<file path="config.mk">
export PLATFORM = sky130hd
export DESIGN_NAME = hybrid_sar_ctrl
export DESIGN_NICKNAME = d
export VERILOG_FILES = /design/src/rtl/hybrid_sar_ctrl.sv
export SDC_FILE = /design/constraint.sdc
export NUM_CORES = 1
export LEC_CHECK = 0
export ABC_AREA = 0
export ABC_CLOCK_PERIOD_IN_PS = 3800
export CORE_MARGIN = 4
export CORE_UTILIZATION = 30
export CTS_BUF_LIST = sky130_fd_sc_hd__clkbuf_16
export DETAILED_ROUTE_END_ITERATION = 12
export PLACE_DENSITY = 0.58
export RECOVER_POWER = 100
export REMOVE_ABC_BUFFERS = 1
export SLEW_MARGIN = 40
export SYNTH_ARGS = -nofsm -noshare
export SYNTH_HDL_FRONTEND = slang
export SYNTH_SLANG_ARGS = --single-unit
</file>
<file path="constraint.sdc">
create_clock -name clk -period 3.8 [get_ports clk]
set_input_delay 0.57 -clock clk [delete_from_list [all_inputs] [get_ports clk]]
set_output_delay 0.57 -clock clk [all_outputs]
set_load 0.1 [all_outputs]
</file>
<file path="src/rtl/hybrid_sar_ctrl.sv">
// Successive-approximation sequencer for the hybrid analog tile: drives the DAC
// ladder and sample/hold switch, resolving one result bit per SETTLE-cycle phase.
module hybrid_sar_ctrl #(
  parameter int WIDTH         = 8,
  parameter int SAMPLE_CYCLES = 4,
  parameter int SETTLE        = 2
) (
  input  logic             clk,
  input  logic             rst,
  input  logic             start,
  input  logic             cont,
  input  logic             cmp,
  output logic             sample,
  output logic [WIDTH-1:0] dac_code,
  output logic             busy,
  output logic             done,
  output logic [WIDTH-1:0] result
);

  localparam int CNT_MAX = (SAMPLE_CYCLES > SETTLE) ? SAMPLE_CYCLES : SETTLE;
  localparam int CNT_W   = $clog2(CNT_MAX + 1);
  localparam int BIT_W   = $clog2(WIDTH);

  localparam logic [CNT_W-1:0] SAMPLE_LAST = CNT_W'(SAMPLE_CYCLES - 1);
  localparam logic [CNT_W-1:0] SETTLE_LAST = CNT_W'(SETTLE - 1);
  localparam logic [BIT_W-1:0] MSB_IDX     = BIT_W'(WIDTH - 1);
  localparam logic [WIDTH-1:0] MIDSCALE    = {1'b1, {(WIDTH-1){1'b0}}};

  typedef enum logic [1:0] {IDLE, SAMPLE, CONVERT, DONE} state_t;

  state_t           state, state_next;
  logic [CNT_W-1:0] cnt, cnt_next;
  logic [BIT_W-1:0] bit_idx, bit_next;
  logic [WIDTH-1:0] code, code_next;
  logic [WIDTH-1:0] result_next;
  logic [WIDTH-1:0] trial_bit;
  logic             cmp_meta, cmp_s;

  // cmp is asynchronous to clk, so it only reaches the decision logic through two flops
  always_ff @(posedge clk) begin
    if (rst) begin
      state    <= IDLE;
      cnt      <= '0;
      bit_idx  <= '0;
      code     <= '0;
      result   <= '0;
      cmp_meta <= 1'b0;
      cmp_s    <= 1'b0;
    end else begin
      state    <= state_next;
      cnt      <= cnt_next;
      bit_idx  <= bit_next;
      code     <= code_next;
      result   <= result_next;
      cmp_meta <= cmp;
      cmp_s    <= cmp_meta;
    end
  end

  assign trial_bit = {{(WIDTH-1){1'b0}}, 1'b1} << bit_idx;

  always_comb begin
    state_next  = state;
    cnt_next    = cnt;
    bit_next    = bit_idx;
    code_next   = code;
    result_next = result;
    sample      = 1'b0;
    busy        = 1'b0;
    done        = 1'b0;
    dac_code    = '0;

    unique case (state)
      IDLE: begin
        if (start) begin
          state_next = SAMPLE;
          cnt_next   = '0;
        end
      end

      SAMPLE: begin
        sample   = 1'b1;
        busy     = 1'b1;
        dac_code = MIDSCALE;
        if (cnt == SAMPLE_LAST) begin
          state_next = CONVERT;
          cnt_next   = '0;
          bit_next   = MSB_IDX;
          code_next  = '0;
        end else begin
          cnt_next = cnt + 1'b1;
        end
      end

      // code holds only decided bits; the bit under trial is OR'd in for the DAC
      CONVERT: begin
        busy     = 1'b1;
        dac_code = code | trial_bit;
        if (cnt == SETTLE_LAST) begin
          cnt_next = '0;
          if (cmp_s) begin
            code_next = code | trial_bit;
          end
          if (bit_idx == '0) begin
            state_next  = DONE;
            result_next = code_next;
          end else begin
            bit_next = bit_idx - 1'b1;
          end
        end else begin
          cnt_next = cnt + 1'b1;
        end
      end

      DONE: begin
        busy       = 1'b1;
        done       = 1'b1;
        dac_code   = code;
        cnt_next   = '0;
        state_next = cont ? SAMPLE : IDLE;
      end

      default: state_next = IDLE;
    endcase
  end

endmodule

</file>
==> Word-level counts from Yosys, hierarchy flattened <==
Cells that the tools add are included.
{ "word_totals": {"reg_bits": 26, "wordCells": 51, "output_inout_bits": 19, "in_bits": 5} }
{ "classes": {"bitwise": 1, "add_sub_neg": 2, "reduce_logical": 8, "eq_ne": 10, "n_mux": 22, "shifts": 1} }
{ "ops": {"columns": ["op", "n"], "rows": [
  ["$mux 8", 3],
  ["$pmux 8 s3", 1],
  ["$mux 3", 6],
  ["$pmux 8 s2", 1],
  ["$pmux 3 s4", 1],
  ["$ne 2x2->1 const B", 5],
  ["$mux 2", 4],
  ["$or 8x8->8", 1],
  ["$pmux 2 s4", 1],
  ["$reduce_and 4->1", 2],
  ["$shl 1x3->8 const A", 1],
  ["$pmux 3 s2", 1],
  ["$reduce_and 3->1", 2],
  ["$eq 2x2->1 const B", 2],
  ["$mux 1", 4],
  ["$add 3x1->3 const B", 1],
  ["$eq 3x1->1 const B", 1],
  ["$eq 3x2->1 const B", 1],
  ["$logic_not 3->1", 1],
  ["$reduce_or 3->1", 1],
  ["$sub 3x1->3 const B", 1],
  ["$eq 2x1->1 const B", 1],
  ["$logic_not 2->1", 1],
  ["$reduce_bool 2->1", 1]
]} }

==> Depth between registers and ports, before layout <==
{ "depth": {"depth_word": 5, "mapped_depth": 8, "depth_no_buf": 6} }

==> Worst setup path before layout <==
No wires, ideal clock.
{ "synth_path": {"kind": "reg-to-output", "from": "reg state[1]", "to": "out dac_code[0]", "t_arrival_ns": 3.238, "n_path_buf": 1, "required_time_ns": 3.230, "path_slack_ns": -0.008, "stages_incl_launch_ff": 6, "cell_sequence": "dfxtp_1 -> ha_1 -> or2_2 -> clkbuf_1 -> nand2_1 -> a21oi_1"} }
{ "synth_via": {"elab_chain_cells": 2, "elab_cells_between_ends": 4, "classes_between": "eq/ne: 3; mux: 1"} }
{ "synth_lines": {"columns": ["item", "line", "source"], "rows": [
  ["start, declared", "31", "state_t state, state_next;"],
  ["start signal, assigned", "50", "state <= state_next;"],
  ["$eq 2x2->1 or $eq 2x1->1 (tied branches)", "73", "unique case (state)"],
  ["$pmux 8 s3 *", "73", null],
  ["end, declared", "14", "output logic [WIDTH-1:0] dac_code,"]
]} }
Every way passes the cells marked *; elsewhere a longest branch is shown, timed or not.

==> Final worst setup path <==
{ "layout_path": {"from": "reg state[1]", "to": "out dac_code[3]"} }
The elaborated chain is that of the path after synthesis.

==> results.json <==
{
  "cts_max_level": 1,
  "placed_cells": 223,
  "ys_seq_area_frac": 0.376,
  "ioPinCount": 24,
  "synth_most_common_cell": "dfxtp_1",
  "critical_path_class": "flip-flop to output pin",
  "grt_setup_unrepaired": "no",
  "initial_core_util": 0.313,
  "setup_viol": 0,
  "drive_above_1_share": 0.0857,
  "row_count": 24,
  "fin_crit_sh": 0.784,
  "synth.top_cells.by_count": "dfxtp_1 (26), nor2_1 (17), ha_1 (13), a21oi_1 (10)",
  "antenna-diode-count": 0,
  "relSlewSlack": 0.219,
  "fin_hold_ws_ns": 0.439,
  "cp-start-kind": "flip-flop",
  "crit_path_end_kind": "output pin",
  "antenna_left": 0,
  "maxSlewViolCount": 0,
  "grtUsageTotal": 0.132,
  "cpMaxStageDelayCell": "or2_0",
  "hold_depth": 1,
  "die-height_um": 75.9,
  "die-area_um2": 5760,
  "drv_cap": 0,
  "io_buffers": 23,
  "area_delta_synth_final_pct": 18.4,
  "cts-resized-gates": 0,
  "synth_top_family_by_area": "compound AO/OA/AOI/OAI gates",
  "r2r-start": "state[1]",
  "muxShareOfSynthArea": 0.00724,
  "drt_pass1_iterations": 4,
  "yosysUniqueCellTypes": 38,
  "ys.flop_type": "dfxtp_1",
  "grt-ovfl-total": 0,
  "fmax_ghz": 0.336,
  "holdCritPathClass": "flip-flop to flip-flop",
  "netlist_area_um2": 1380,
  "synth.avg_cell_area_um2": 8.86,
  "yosys_warnings": 0,
  "clock-sinks": 26,
  "synth_area_leaders": "dfxtp_1 (38%), ha_1 (12%), a211oi_1 (4.9%), nor2_1 (4.6%), a22o_1 (4.4%)",
  "synth_top_cell_by_area": "dfxtp_1",
  "r2r_slack_ns": 1.66,
  "power_density_nw_per_um2": 720,
  "synth_fa_ha_area_frac": 0.118,
  "cts_buffer_depth": 2,
  "clock_skew_ns": 0.00333,
  "min_to": "cmp_s",
  "fin_cells": 227,
  "fp.coreArea_um2": 4410,
  "cts_tree": "done",
  "synth_compound_area_frac": 0.243,
  "status": "finished, final reports clean",
  "vdd_drop_max_mv": 0.298,
  "rr_endpoint": "cnt[0]",
  "vias_per_cell": 5.37,
  "rr_worst_depth": 5,
  "worstMarginPinSlew_ns": 1.18,
  "cts_setup_buffers": 0,
  "antenna_found_initial": 0,
  "clkSlewWorstSetupHoldPaths_ns": 0.07,
  "arrival_ns": 2.41,
  "clock_latency_ns": 0.26,
  "leakage_nw": 0.593,
  "synthCells": 156,
  "setup_tns_ns": 0,
  "hold_viol": 0,
  "fin_crit_ns": 2.98,
  "worstHoldStart": "cmp_meta",
  "cp.required_ns": 3.23,
  "cp_max_fo": 12,
  "gp_congestion": 0.819,
  "tritoncts.num_buffers": 3,
  "clockRootBuffer": "clkbuf_16",
  "ys_seq_elements": 26,
  "drt-total-wl_um": 3410,
  "synth-simple-area-share": 0.194,
  "ys_async_sr_fraction": 0,
  "dp_hpwl_um": 2440,
  "synth_edf_count": 0,
  "hold_buffers": 0,
  "die_x_um": 75.9,
  "path_cells": "ha_1 > or2_0 > a22oi_1 > nor2_1 > clkbuf_2",
  "drt_iter0_drc": 82,
  "final_nets": 194,
  "synthXorXnorAreaFrac": 0,
  "grt_pass1_vias": 1246,
  "synth_top_area_frac": 0.376,
  "max_stage_delay_ns": 0.50,
  "num_vias": 1219,
  "fillerInstances": 452,
  "drc": 0,
  "routedWlPerCell_um": 15.0,
  "grt_max_degree": 17,
  "grt_pass1_wl_um": 5750
}
==> power by group <==
group          switching [mW]  leakage [nW]  internal (mW)  total [mW]
registers              0.0316         0.211          0.297       0.329
clock network           0.100        0.0511          0.210       0.310
logic                   0.405         0.331          0.135       0.540
total                   0.537         0.593          0.642        1.18
==> critical path, delay by kind of cell (launching register included) <==
kind	cells	cell delay, ns
flip-flops	1	0.44
buffers and inverters	1	0.47
AND/OR/NAND/NOR	2	0.62
AO/OA/AOI/OAI	1	0.17
adder cells (fa/ha/maj)	1	0.45
==> layout make-up <==
cell class / instances / area, µm² / area share
well taps: 52 / 65.1 / 0.0398
inverters: 10 / 37.5 / 0.0229
multi-input cells: 111 / 767 / 0.469
clock inverters: 1 / 30.0 / 0.0183
clock buffers: 3 / 75.1 / 0.0459
repair buffers: 24 / 141 / 0.0864
flip-flops and latches: 26 / 520 / 0.318
==> registers in the layout, indices dropped and copies added, names as in the netlist <==
| signal | flops |
|---|---|
| cmp_s | 1 |
| code | 8 |
| state | 2 |
| result | 8 |
| cnt | 3 |
| cmp_meta | 1 |
| bit_idx | 3 |
==> cells by family (layout without fill, tap and decap cells) <==
family,Yosys count,after routing
AOI/OAI and AO/OA,47,47
adders and majority gates,13,13
buffers and inverters,19,38
DFF,26,26
muxes,1,1
and+or+nand+nor,50,50
==> per-layer routing <==
metal | share of wire | vias up | routed length, µm | global-route usage
li1 | - | 607 | - | -
met1 | 0.42 | 565 | 1450 | 0.152
met2 | 0.47 | 36 | 1610 | 0.223
met3 | 0.072 | 11 | 244 | 0.0343
met4 | 0.033 | 0 | 113 | 0.0680
met5 | 0 | - | 0 | 0
==> how the worst max path moves through the flow <==
stage,from,endpoint,slack (ns),depth (start not counted)
3_5_place_dp,state[0],dac_code[3],1.44,6
5_1_grt,state[1],dac_code[3],0.64,5
2_1_floorplan,state[1],dac_code[0],0.15,4
4_1_cts,state[0],dac_code[3],1.14,6
3_3_place_gp,state[1],sample,1.39,3
6_report,state[1],dac_code[3],0.82,5
==> stage by stage <==
step	utilization	total power, mW	setup slack (ns)	cell area [µm²]
global placement	0.366	0.881	1.39	1620
detailed placement	0.355	0.892	1.44	1570
CTS	0.378	1.21	1.14	1670
finish	0.371	1.18	0.821	1640
global route	0.371	1.25	0.637	1640
floorplan	-	0.760	0.152	1340
==> layout by cell type, fill, tap and decap left out, types with 4 or more instances in the layout <==
master / n
nand2_1: 7
inv_1: 10
nor2b_1: 4
nand2b_1: 4
dfxtp_1: 26
nor2_1: 17
buf_4: 6
a31oi_1: 8
a211oi_1: 9
clkbuf_1: 11
a22o_1: 7
ha_1: 13
a21oi_1: 10
Note: power is estimated with default switching activity, not from simulation.
